## src/rtl/cc_level_sequencer.sv

```systemverilog
// Frogger level/lives sequencer: edge-detected start/goal/hit drive the game-phase FSM.
// Optional per-level speed tick is enabled with CC_LEVEL_SEQUENCER_SPEED_TICK_EN.
module cc_level_sequencer #(
  parameter int COUNTER_LEVELS_DATAWIDTH = 5,
  parameter int LEVEL_MAX                = 5,
  parameter int LIVES_INIT               = 3,
  parameter int PAUSE_CYCLES             = 25000000,
  parameter int PAUSE_WIDTH              = 25,
  parameter int TICK_BASE                = 5000000,
  parameter int TICK_STEP                = 800000
) (
  input  logic                                CC_LEVEL_SEQUENCER_CLOCK_50,
  input  logic                                CC_LEVEL_SEQUENCER_RESET_InLow,
  input  logic                                CC_LEVEL_SEQUENCER_start_InHigh,
  input  logic                                CC_LEVEL_SEQUENCER_goal_InHigh,
  input  logic                                CC_LEVEL_SEQUENCER_hit_InHigh,
  output logic [COUNTER_LEVELS_DATAWIDTH-1:0] CC_LEVEL_SEQUENCER_level_Out,
  output logic [1:0]                          CC_LEVEL_SEQUENCER_lives_Out,
  output logic                                CC_LEVEL_SEQUENCER_playing_OutHigh,
  output logic                                CC_LEVEL_SEQUENCER_pause_OutHigh,
  output logic                                CC_LEVEL_SEQUENCER_win_OutLow,
  output logic                                CC_LEVEL_SEQUENCER_lose_OutLow,
  output logic                                CC_LEVEL_SEQUENCER_speedTick_OutHigh
);

  localparam int W = COUNTER_LEVELS_DATAWIDTH;
  localparam logic [W-1:0]           LVL_MAX   = W'(LEVEL_MAX);
  localparam logic [W-1:0]           LVL_LAST  = W'(LEVEL_MAX - 1);
  localparam logic [1:0]             LIVES_RST = 2'(LIVES_INIT);
  localparam logic [PAUSE_WIDTH-1:0] PAUSE_LD  = PAUSE_WIDTH'(PAUSE_CYCLES - 1);

  typedef enum logic [2:0] {
    S_IDLE    = 3'd0,
    S_PLAY    = 3'd1,
    S_ADVANCE = 3'd2,
    S_WIN     = 3'd3,
    S_LOSE    = 3'd4
  } state_t;

  state_t                 r_state, w_state_next;
  logic [W-1:0]           r_level, w_level_next;
  logic [1:0]             r_lives, w_lives_next;
  logic [PAUSE_WIDTH-1:0] r_pause_cnt, w_pause_cnt_next;
  logic                   r_start_q, r_goal_q, r_hit_q;
  logic                   r_playing, r_pause, r_win_n, r_lose_n;
  logic                   w_rise_start, w_rise_goal, w_rise_hit;

  assign w_rise_start = CC_LEVEL_SEQUENCER_start_InHigh & ~r_start_q;
  assign w_rise_goal  = CC_LEVEL_SEQUENCER_goal_InHigh  & ~r_goal_q;
  assign w_rise_hit   = CC_LEVEL_SEQUENCER_hit_InHigh   & ~r_hit_q;

  always_ff @(posedge CC_LEVEL_SEQUENCER_CLOCK_50) begin
    if (!CC_LEVEL_SEQUENCER_RESET_InLow) begin
      r_state     <= S_IDLE;
      r_level     <= '0;
      r_lives     <= LIVES_RST;
      r_pause_cnt <= '0;
      r_start_q   <= 1'b0;
      r_goal_q    <= 1'b0;
      r_hit_q     <= 1'b0;
      r_playing   <= 1'b0;
      r_pause     <= 1'b0;
      r_win_n     <= 1'b1;
      r_lose_n    <= 1'b1;
    end else begin
      r_state     <= w_state_next;
      r_level     <= w_level_next;
      r_lives     <= w_lives_next;
      r_pause_cnt <= w_pause_cnt_next;
      r_start_q   <= CC_LEVEL_SEQUENCER_start_InHigh;
      r_goal_q    <= CC_LEVEL_SEQUENCER_goal_InHigh;
      r_hit_q     <= CC_LEVEL_SEQUENCER_hit_InHigh;
      // Phase flags are decoded from the next state so they line up with it.
      r_playing   <= (w_state_next == S_PLAY);
      r_pause     <= (w_state_next == S_ADVANCE);
      r_win_n     <= (w_state_next != S_WIN);
      r_lose_n    <= (w_state_next != S_LOSE);
    end
  end

  always_comb begin
    w_state_next     = r_state;
    w_level_next     = r_level;
    w_lives_next     = r_lives;
    w_pause_cnt_next = r_pause_cnt;
    case (r_state)
      S_IDLE: begin
        w_level_next = '0;
        w_lives_next = LIVES_RST;
        if (w_rise_start) w_state_next = S_PLAY;
      end
      S_PLAY: begin
        if (w_rise_goal) begin
          if (r_level == LVL_LAST) begin
            w_level_next = LVL_MAX;
            w_state_next = S_WIN;
          end else begin
            w_level_next     = r_level + 1'b1;
            w_pause_cnt_next = PAUSE_LD;
            w_state_next     = S_ADVANCE;
          end
        end else if (w_rise_hit) begin
          if (r_lives <= 2'd1) begin
            w_lives_next = 2'd0;
            w_state_next = S_LOSE;
          end else begin
            w_lives_next = r_lives - 2'd1;
          end
        end
      end
      S_ADVANCE: begin
        if (r_pause_cnt == '0) w_state_next = S_PLAY;
        else                   w_pause_cnt_next = r_pause_cnt - 1'b1;
      end
      S_WIN: begin
        w_level_next = LVL_MAX;
        if (w_rise_start) begin
          w_state_next = S_IDLE;
          w_level_next = '0;
          w_lives_next = LIVES_RST;
        end
      end
      S_LOSE: begin
        w_lives_next = 2'd0;
        if (w_rise_start) begin
          w_state_next = S_IDLE;
          w_level_next = '0;
          w_lives_next = LIVES_RST;
        end
      end
      default: begin
        w_state_next     = S_IDLE;
        w_level_next     = '0;
        w_lives_next     = LIVES_RST;
        w_pause_cnt_next = '0;
      end
    endcase
  end

`ifdef CC_LEVEL_SEQUENCER_SPEED_TICK_EN
  logic [31:0] r_tick_cnt;
  logic [31:0] w_period;
  logic        r_tick;

  assign w_period = 32'(TICK_BASE) - 32'(r_level) * 32'(TICK_STEP);

  // Counting only while PLAY persists with an unchanged level restarts the period on every entry.
  always_ff @(posedge CC_LEVEL_SEQUENCER_CLOCK_50) begin
    if (!CC_LEVEL_SEQUENCER_RESET_InLow) begin
      r_tick_cnt <= '0;
      r_tick     <= 1'b0;
    end else if (r_state == S_PLAY && w_state_next == S_PLAY && w_level_next == r_level) begin
      if (r_tick_cnt == w_period - 32'd1) begin
        r_tick_cnt <= '0;
        r_tick     <= 1'b1;
      end else begin
        r_tick_cnt <= r_tick_cnt + 32'd1;
        r_tick     <= 1'b0;
      end
    end else begin
      r_tick_cnt <= '0;
      r_tick     <= 1'b0;
    end
  end

  assign CC_LEVEL_SEQUENCER_speedTick_OutHigh = r_tick;
`else
  assign CC_LEVEL_SEQUENCER_speedTick_OutHigh = 1'b0;
`endif

  assign CC_LEVEL_SEQUENCER_level_Out        = r_level;
  assign CC_LEVEL_SEQUENCER_lives_Out        = r_lives;
  assign CC_LEVEL_SEQUENCER_playing_OutHigh  = r_playing;
  assign CC_LEVEL_SEQUENCER_pause_OutHigh    = r_pause;
  assign CC_LEVEL_SEQUENCER_win_OutLow       = r_win_n;
  assign CC_LEVEL_SEQUENCER_lose_OutLow      = r_lose_n;

endmodule

```

## config.mk

```make
export PLATFORM = sky130hd
export DESIGN_NAME = cc_level_sequencer
export DESIGN_NICKNAME = d
export VERILOG_FILES = /design/src/rtl/cc_level_sequencer.sv
export SDC_FILE = /design/constraint.sdc
export NUM_CORES = 1
export LEC_CHECK = 0
export BUFFER_PORTS_ARGS = -buffer_cell sky130_fd_sc_hd__buf_2
export CORE_MARGIN = 1.5
export CORE_UTILIZATION = 60
export DETAILED_ROUTE_END_ITERATION = 7
export HOLD_SLACK_MARGIN = 0.05
export PLACE_DENSITY = 0.84
export SLEW_MARGIN = 20
export SYNTH_ARGS = -nofsm -noshare
export SYNTH_HDL_FRONTEND = slang
export SYNTH_SLANG_ARGS = --single-unit
```

## constraint.sdc

```tcl
create_clock -name CC_LEVEL_SEQUENCER_CLOCK_50 -period 2.5 [get_ports CC_LEVEL_SEQUENCER_CLOCK_50]
set_input_delay 0 -clock CC_LEVEL_SEQUENCER_CLOCK_50 [delete_from_list [all_inputs] [get_ports CC_LEVEL_SEQUENCER_CLOCK_50]]
set_output_delay 0 -clock CC_LEVEL_SEQUENCER_CLOCK_50 [all_outputs]
set_load 0.01 [all_outputs]
```

==> qor.csv, run 1 <==
metric,value,unit
switching share of power,0.3782,
die area,4416,um^2
Least-Margin Pin Slew,0.8147,ns
H-tree depth,2,
"Arr. time, crit path",2.55,ns
final std cells w/o fill,375,
io pins,17,
DIE HEIGHT,66.46,um
WHS Path Cells,3,
simple-gate portion of the synthesized area,0.3366,
DRC violations left,0,
Mapped Avg Cell Area,8.027,um^2
Critical Path Start Type,register,
DRT iter0 DRCs,223,
drt pass-1 iters,5,
total of max-cap violations,0,
ANT cells,0,
initial core utilization,0.6407,
setup violators final,0,
Synth cell types,59,
Inserted Clock Buffers,5,
achievable clock frequency,0.4231,GHz
gpl congestion,0.9393,
largest family of logic cells by synthesized area,simple AND/OR/NAND/NOR gates,
Gate Count Post-Synth,301,
"worst slack, placed",0.1913,ns
Total Neg Setup Slack,0,ns
placed cells,363,
Leakage,1.180,nW
first-pass GRT wire length,10.23,mm
Final Max Slew Viols,0,
clock buffer depth,2,
clock network power share,0.213,
TritonCTS clock tree,built,
vias in the first global route,2184,
Die Width,66.46,um
Compound-Gate Fraction of Synth Area,0.2356,
Post-synth top flop,dfxtp_1,
via-per-instance ratio,6.387,
Critical Path End Type,register,
minimum clock period,2.363,ns
layout cells sized above 1,0.1529,
flop2flop setup slack,0.14,ns
post-route clock period utilization,0.9453,
final hold vios,0,
"Clk Latency, worst-skew pair",0.30,ns
"Req. time, crit path",2.69,ns
post-cts resize count,0,
clk root buf,clkbuf_8,
DRT Wirelength,6.060,mm
# nets final,335,
"antenna viol nets, final",0,
CP max FO,23,
post-CTS setup buffer count,0,
row cnt,22,
RSZ-0062 raised after global routing,no,
synthesized net count,310,
Setup Skew,0.006969,ns
"FFs w/ async S/R, synth",0,
Post-Synth XOR/XNOR Area,0.007250,
final global-route overflow total,0,
Gate power share,0.410,
R2R cell count,8,
DP HPWL,4.148,mm
Wirelength per Cell,16.16,um
yosys warns,0,
Power Internal,1.326,mW
adder-cell share of the synthesized area,0.02071,
register share of total power,0.377,
Slew headroom,0.4569,
core area,3771,um^2
CTS Sinks,42,
Total Routing Usage GR,0.3017,
setup ws final,0.1367,ns
Syn Std Cell Area,2416,um^2
peak supply drop,0.5164,mV
worst min path class,in -> reg,
number of synthesized register bits,42,
mux contribution to synthesized area,0.008286,
Psw,0.8069,mW
run status,"finished, final reports clean",
initial antenna violation count,0,
I/O Buffers,15,
Worst-path clk slew,0.08,ns
Layout area overhead,13.26,%
routed vias,2395,
largest net degree at the start of global routing,33,
"Seq/Total Area, Yosys",0.3480,
post-layout util,0.7256,
Crit Path Category,reg -> reg,
Post-synth EDFFs,0,
pwr/cell area,779.6,nW/um^2
-- per-stage QoR --
stage | hold WS [ns] | area (um^2) | power, mW
2_1_floorplan | 0.1217 | 2416 | 1.410
3_3_place_gp | 0.2259 | 2605 | 1.630
3_5_place_dp | 0.2335 | 2605 | 1.658
4_1_cts | 0.4649 | 2736 | 2.112
5_1_grt | 0.4910 | 2736 | 2.253
6_report | 0.4739 | 2736 | 2.133
-- layer usage --
metal	routed length [um]	part of all wire	vias to the layer above	GRT usage
met4	113	0.019	0	0.1122
met1	2813	0.46	1116	0.4082
met3	424	0.070	14	0.06250
met2	2708	0.45	97	0.4725
li1	-	-	1168	-
met5	0	0	-	0
-- Yosys cell counts, types with 7 or more instances --
| master | number | share of area |
|---|---|---|
| clkbuf_1 | 11 | 0.017 |
| inv_1 | 10 | 0.016 |
| o21ai_0 | 15 | 0.031 |
| a21oi_1 | 26 | 0.054 |
| dfxtp_1 | 42 | 0.35 |
| nor4_1 | 7 | 0.018 |
| nor2_1 | 23 | 0.036 |
| nor3_1 | 13 | 0.027 |
| nand2_1 | 22 | 0.034 |
| or3_1 | 7 | 0.018 |
| nand3_1 | 7 | 0.014 |
-- cells by family (layout without fill, tap and decap cells) --
family | count (synthesis) | in the layout
simple gates | 138 | 138
compound gates | 87 | 87
flops | 42 | 42
buf+inv | 25 | 51
fa+ha+maj | 4 | 4
xor+xnor | 2 | 2
mux | 2 | 2
other cells | 1 | 1
-- timing repair --
action	4_1_cts	5_1_grt
hold buffers	4	0
endpoints found under the hold margin	4	0
setup endpoints to repair	0	0
-- power groups by stage --
stage / logic, mW / registers (mW) / clock network, mW
5_1_grt: 0.952 / 0.813 / 0.488
6_report: 0.875 / 0.804 / 0.455
2_1_floorplan: 0.613 / 0.798 / 0
3_5_place_dp: 0.843 / 0.814 / 0
4_1_cts: 0.853 / 0.800 / 0.459
3_3_place_gp: 0.820 / 0.810 / 0
-- area by class of cell --
cell class / instances / area [um^2]
repair buffers: 33 / 232.7
flip-flops and latches: 42 / 840.8
clock buffers: 7 / 86.33
clock inverters: 1 / 5.005
multi-input cells: 234 / 1474
fillers: 297 / 1035
inverters: 10 / 37.54
well taps: 48 / 60.06
-- critical path, stage by stage, from the launching register on --
cell	delay [ns]
dfxtp_1	0.34
inv_1	0.11
ha_1	0.15
or4b_1	0.51
nor4_1	0.46
a21o_1	0.23
buf_12	0.17
a21oi_1	0.05
o211a_1	0.24
-- layout by cell type, fill, tap and decap left out, drive strengths merged, types with 5 or more instances in the layout --
cell / n
a21oi: 27
and2: 6
and3: 6
buf: 29
clkbuf: 7
dfxtp: 42
inv: 10
nand2: 22
nand2b: 6
nand3: 7
nor2: 23
nor2b: 6
nor3: 14
nor4: 9
o211a: 5
o21ai: 21
or2: 6
or3: 7
or4: 8
-- state kept, by name, summed over array words and instances (netlist names) --
signal	count
r_pause_cnt	25
CC_LEVEL_SEQUENCER_win_OutLow	1
CC_LEVEL_SEQUENCER_pause_OutHigh	1
r_hit_q	1
r_goal_q	1
CC_LEVEL_SEQUENCER_level_Out	5
CC_LEVEL_SEQUENCER_playing_OutHigh	1
r_start_q	1
CC_LEVEL_SEQUENCER_lives_Out	2
r_state	3
CC_LEVEL_SEQUENCER_lose_OutLow	1
-- final timing paths --
path | startpoint | endpoint
hold / removal | CC_LEVEL_SEQUENCER_hit_InHigh | r_hit_q$_SDFF_PN0_
hold reg to reg | r_pause_cnt[23]$_SDFFE_PN0P_ | r_pause_cnt[23]$_SDFFE_PN0P_
setup / recovery | r_pause_cnt[0]$_SDFFE_PN0P_ | r_pause_cnt[13]$_SDFFE_PN0P_
setup reg to reg | r_pause_cnt[0]$_SDFFE_PN0P_ | r_pause_cnt[13]$_SDFFE_PN0P_
(Power assumes the default switching activity.)
==> inputs of run 2 (changes only) <==
--- a/config.mk
+++ b/config.mk
@@ -11,6 +11,7 @@
 export DETAILED_ROUTE_END_ITERATION = 7
 export HOLD_SLACK_MARGIN = 0.05
 export PLACE_DENSITY = 0.84
+export SETUP_SLACK_MARGIN = 0.4
 export SLEW_MARGIN = 20
 export SYNTH_ARGS = -nofsm -noshare
 export SYNTH_HDL_FRONTEND = slang
==> constraint.sdc (replaced) <==
create_clock -name CC_LEVEL_SEQUENCER_CLOCK_50 -period 2.6 [get_ports CC_LEVEL_SEQUENCER_CLOCK_50]
set_input_delay 0 -clock CC_LEVEL_SEQUENCER_CLOCK_50 [delete_from_list [all_inputs] [get_ports CC_LEVEL_SEQUENCER_CLOCK_50]]
set_output_delay 0 -clock CC_LEVEL_SEQUENCER_CLOCK_50 [all_outputs]
set_load 0.01 [all_outputs]
==> run 2 against run 1 <==
Combinational power grew 19%; sequential share of layout area decreased by 2.2 points; non-clock buffer count up 11; count of clock-buffer cells in the layout fell by 2; highest routed layer unchanged; largest power group unchanged; sequential power shrank 2.6%; the flow now finishes with violations (DRC); critical endpoint unchanged; global-route usage decreased by 0.77 points; worst hold slack worse by 0.030 ns; power rose by 6.0%; routed wire length up 22%; flip-flop and latch count stayed put.
==> qor.csv, run 2 (synthesis gave the netlist of run 1 again) <==
metric,value,unit
post-route clock period utilization,0.8818,
die area,4416,um^2
Slew headroom,0.4128,
via-per-instance ratio,6.749,
routed vias,2605,
Crit Path Category,reg -> reg,
final global-route overflow total,0,
H-tree depth,2,
run status,finished with violations,
total of max-cap violations,0,
flop2flop setup slack,0.31,ns
Wirelength per Cell,19.21,um
DRT Wirelength,7.414,mm
worst min path class,in -> reg,
DRC violations left,4,
vias in the first global route,2093,
Inserted Clock Buffers,5,
Die Width,66.46,um
"commonest non-fill, non-tap cell in the layout",dfxtp_1,
crit path to,r_pause_cnt[13]$_SDFFE_PN0P_,
drt pass-1 iters,8,
Worst-path clk slew,0.09,ns
"Clk Latency, worst-skew pair",0.31,ns
DIE HEIGHT,66.46,um
"Arr. time, crit path",2.50,ns
Leakage,1.267,nW
Biggest register,r_pause_cnt,
peak supply drop,0.4448,mV
Total Neg Setup Slack,0,ns
failing checks,DRC,
WHS,0.4435,ns
TritonCTS clock tree,built,
I/O Buffers,15,
Total Routing Usage GR,0.2941,
R2R cell count,8,
max reg flops,25,
io pins,17,
# nets final,346,
Final Max Slew Viols,0,
CP Launch Point,r_pause_cnt[17]$_SDFFE_PN0P_,
DRT iter0 DRCs,344,
most frequent cells in the layout,"dfxtp_1, a21oi_1, nor2_1, nand2_1, buf_4",
Critical Path End Type,register,
Worst R2R Start,r_pause_cnt[17]$_SDFFE_PN0P_,
row cnt,22,
pwr/cell area,754.8,nW/um^2
gpl congestion,0.9347,
DP HPWL,4.104,mm
layout cells sized above 1,0.2633,
initial core utilization,0.6407,
"Req. time, crit path",2.81,ns
CP max FO,7,
ANT cells,0,
Setup Skew,0.008910,ns
Critical Path Start Type,register,
setup violators final,0,
FF-to-FF End,r_pause_cnt[13]$_SDFFE_PN0P_,
achievable clock frequency,0.4362,GHz
CTS Sinks,42,
"antenna viol nets, final",0,
RSZ-0062 raised after global routing,yes,
minimum clock period,2.293,ns
core area,3771,um^2
initial antenna violation count,0,
Layout area overhead,23.98,%
first-pass GRT wire length,9.887,mm
final hold vios,0,
clk root buf,clkbuf_8,
Least-Margin Pin Slew,0.8808,ns
largest net degree at the start of global routing,28,
clock buffer depth,2,
==> run 2: cell types whose count changed in the layout (fill, tap and decap cells not counted), moves of 3 or more <==
cell | previous run | this run
inv_1 | 10 | 7
dfxtp_2 | 0 | 6
ha_1 | 4 | 1
buf_4 | 13 | 21
nor4_4 | 0 | 3
dfxtp_1 | 42 | 34
==> run 2: how the worst min path moves through the flow <==
stage,end,from,depth (start not counted)
2_1_floorplan,r_goal_q$_SDFF_PN0_,CC_LEVEL_SEQUENCER_goal_InHigh,1
3_3_place_gp,r_goal_q$_SDFF_PN0_,CC_LEVEL_SEQUENCER_goal_InHigh,2
3_5_place_dp,r_goal_q$_SDFF_PN0_,CC_LEVEL_SEQUENCER_goal_InHigh,2
4_1_cts,r_goal_q$_SDFF_PN0_,CC_LEVEL_SEQUENCER_goal_InHigh,3
5_1_grt,r_hit_q$_SDFF_PN0_,CC_LEVEL_SEQUENCER_hit_InHigh,3
6_report,r_goal_q$_SDFF_PN0_,CC_LEVEL_SEQUENCER_goal_InHigh,3
==> run 2: per-stage QoR <==
step                      instance area (um^2)  utilization  worst slack [ns]  std cells  total power [mW]
final                                     2995       0.7943            0.3074        386             2.261
after global routing                      2995       0.7943            0.2464        386             2.359
after CTS                                 2776       0.7362            0.3909        375             2.047
after global placement                    2582       0.6848            0.3215        360             1.545
after detailed placement                  2582       0.6848            0.2974        360             1.570
after floorplan                           2416            -            0.4364        301             1.356
==> run 2: where the power goes <==
| part | internal, mW | leakage [nW] | switching (mW) | total [mW] |
|---|---|---|---|---|
| combinational | 0.452 | 0.876 | 0.588 | 1.04 |
| clock | 0.189 | 0.0441 | 0.250 | 0.438 |
| sequential | 0.704 | 0.346 | 0.0789 | 0.783 |
==> run 2: final cells by class <==
cell class,instances,area [um^2]
multi-input cells,234,1598
clock inverters,3,21.27
inverters,10,42.54
fillers,223,775.7
clock buffers,5,68.82
well taps,48,60.06
repair buffers,44,349.1
flip-flops and latches,42,855.8
==> run 2: worst max-delay path, cell delays in order (launching register included) <==
cell       delay [ns]
dfxtp_4          0.38
or4_4            0.56
nor4b_4          0.27
buf_4            0.19
a21o_1           0.23
buf_12           0.13
clkbuf_16        0.13
a21oi_1          0.04
o211a_1          0.25
==> run 2: what timing repair did <==
| item | CTS | global route |
|---|---|---|
| hold endpoints to repair | 7 | 0 |
| pin swaps | 3 | 17 |
| endpoints found under the setup margin | 29 | 23 |
| gates cloned | 0 | 2 |
| hold buffers | 4 | 0 |
| buffers inserted | 3 | 9 |
| resized for setup | 9 | 30 |
==> run 2: routing by layer <==
metal	up-vias	GRT usage	wire, um
li1	1187	-	-
met1	1217	0.4103	3023
met2	158	0.4500	3477
met3	43	0.05068	577
met4	0	0.1148	335
met5	-	0	0
==> inputs of run 3 (changes only) <==
--- a/config.mk
+++ b/config.mk
@@ -7,10 +7,11 @@
 export LEC_CHECK = 0
 export BUFFER_PORTS_ARGS = -buffer_cell sky130_fd_sc_hd__buf_2
 export CORE_MARGIN = 1.5
-export CORE_UTILIZATION = 60
+export CORE_UTILIZATION = 62
+export CTS_BUF_LIST = sky130_fd_sc_hd__clkbuf_4
 export DETAILED_ROUTE_END_ITERATION = 7
 export HOLD_SLACK_MARGIN = 0.05
-export PLACE_DENSITY = 0.84
+export PLACE_DENSITY = 0.86
 export SETUP_SLACK_MARGIN = 0.4
 export SLEW_MARGIN = 20
 export SYNTH_ARGS = -nofsm -noshare
==> run 3 against run 2 <==
The run now ends clean; critical path depth unchanged; die area down 3.1%; cell area down 4.1%; highest routed layer unchanged.
==> qor.csv, run 3 (synthesis gave the netlist of run 1 again) <==
metric,value,unit
"Req. time, crit path",2.90,ns
io pins,17,
initial antenna violation count,0,
most frequent cells in the layout,"dfxtp_1, a21oi_1, nor2_1, nand2_1",
Biggest register,r_pause_cnt,
Crit Path Category,reg -> reg,
total of max-cap violations,0,
Inserted Clock Buffers,5,
setup ws final,0.3732,ns
DP Area,2547,um^2
gpl congestion,0.9735,
minimum clock period,2.227,ns
Total Routing Usage GR,0.2945,
clk root buf,clkbuf_4,
DP HPWL,4.151,mm
H-tree depth,2,
Setup Skew,0.01309,ns
"Arr. time, crit path",2.53,ns
Total Neg Setup Slack,0,ns
Die Width,65.43,um
clock buffer depth,2,
"Design Area, Final",2873,um^2
Fill cells,251,
"Clk Latency, worst-skew pair",0.36,ns
row cnt,22,
I/O Buffers,15,
largest net degree at the start of global routing,35,
Least-Margin Pin Slew,0.7963,ns
run status,"finished, final reports clean",
Critical Path End Type,register,
Psw,0.8342,mW
"commonest non-fill, non-tap cell in the layout",dfxtp_1,
die area,4280,um^2
drt pass-1 iters,5,
final hold vios,0,
register share of total power,0.378,
Layout area overhead,18.90,%
Wirelength per Cell,17.71,um
Critical Path Start Type,register,
"antenna viol nets, final",0,
post-route clock period utilization,0.8565,
max reg flops,25,
CTS Sinks,42,
final global-route overflow total,0,
worst min path class,in -> reg,
Slew headroom,0.4691,
CP max FO,6,
"worst slack, placed",0.2521,ns
Power Internal,1.234,mW
Final Max Slew Viols,0,
setup violators final,0,
Gate power share,0.464,
peak supply drop,0.4134,mV
via-per-instance ratio,6.622,
RSZ-0062 raised after global routing,yes,
Leakage,1.213,nW
DRT Wirelength,6.695,mm
ANT cells,0,
pwr/cell area,720.1,nW/um^2
DRT iter0 DRCs,243,
clock network power share,0.159,
# nets final,338,
core area,3689,um^2
routed vias,2503,
TritonCTS clock tree,built,
first-pass GRT wire length,9.839,mm
initial core utilization,0.6550,
achievable clock frequency,0.4491,GHz
vias in the first global route,2230,
DRC violations left,0,
Worst-path clk slew,0.13,ns
switching share of power,0.4033,
DIE HEIGHT,65.43,um
layout cells sized above 1,0.2364,
## run 3: changes by cell type in the layout (fill, tap and decap cells not counted), moves of 2 or more
cell,before,now
buf_4,21,15
clkbuf_4,0,6
clkbuf_8,5,0
dfxtp_2,6,8
dfxtp_4,2,0
inv_2,1,3
inv_4,2,0
## run 3: area by class of cell
| cell class | instances | area, um^2 | area share |
|---|---|---|---|
| inverters | 10 | 37.54 | 0.01307 |
| flip-flops and latches | 42 | 850.8 | 0.2962 |
| clock inverters | 2 | 8.758 | 0.003049 |
| well taps | 48 | 60.06 | 0.02091 |
| repair buffers | 36 | 287.8 | 0.1002 |
| clock buffers | 6 | 45.04 | 0.01568 |
| multi-input cells | 234 | 1583 | 0.5510 |
## run 3: per-layer routing
layer / track usage / wire length [um]
met4: 0.1276 / 180
met5: 0 / 0
met3: 0.05137 / 471
met2: 0.5204 / 3333
met1: 0.3484 / 2708
## run 3: through the flow
step	std cells	utilization	hold slack (ns)	power, mW
final	378	0.7788	0.07345	2.069
after global routing	378	0.7788	0.07657	2.179
after CTS	370	0.7300	0.07053	1.919
after detailed placement	357	0.6906	0.2331	1.551
after global placement	357	0.6906	0.2259	1.526
after floorplan	301	-	0.1217	1.356
## run 3: final timing paths
check	end	slack [ns]	startpoint	cells past startpoint
max reg2reg	r_pause_cnt[23]$_SDFFE_PN0P_	0.37	CC_LEVEL_SEQUENCER_level_Out[0]$_SDFFE_PN0P_	8
min reg2reg	r_pause_cnt[21]$_SDFFE_PN0P_	0.51	r_pause_cnt[21]$_SDFFE_PN0P_	2
max	r_pause_cnt[23]$_SDFFE_PN0P_	0.37	CC_LEVEL_SEQUENCER_level_Out[0]$_SDFFE_PN0P_	8
min	CC_LEVEL_SEQUENCER_lose_OutLow$_SDFF_PN1_	0.07	CC_LEVEL_SEQUENCER_RESET_InLow	3
## run 3: repair_timing
| item | in CTS | in global routing |
|---|---|---|
| hold buffers | 3 | 0 |
| gates cloned | 0 | 2 |
| setup buffers | 2 | 6 |
| hold endpoints to repair | 3 | 0 |
| setup endpoints to repair | 25 | 26 |
| gates resized for setup | 12 | 22 |
| pin swaps | 2 | 10 |
## run 3: power groups by stage
stage	Clock (mW)	Sequential [mW]	Combinational, mW
after floorplan	0	0.767	0.589
after global placement	0	0.780	0.746
after detailed placement	0	0.785	0.766
after CTS	0.326	0.769	0.823
after global routing	0.357	0.789	1.03
final	0.328	0.781	0.959
## run 3: worst max-delay path, stage by stage, from the launching register on
cell and delay (ns):
dfxtp_2 0.35, inv_2 0.04, ha_2 0.17, and4bb_2 0.26, o31a_1 0.33, a21o_4 0.23
buf_12 0.13, or4_1 0.52, a21oi_1 0.13
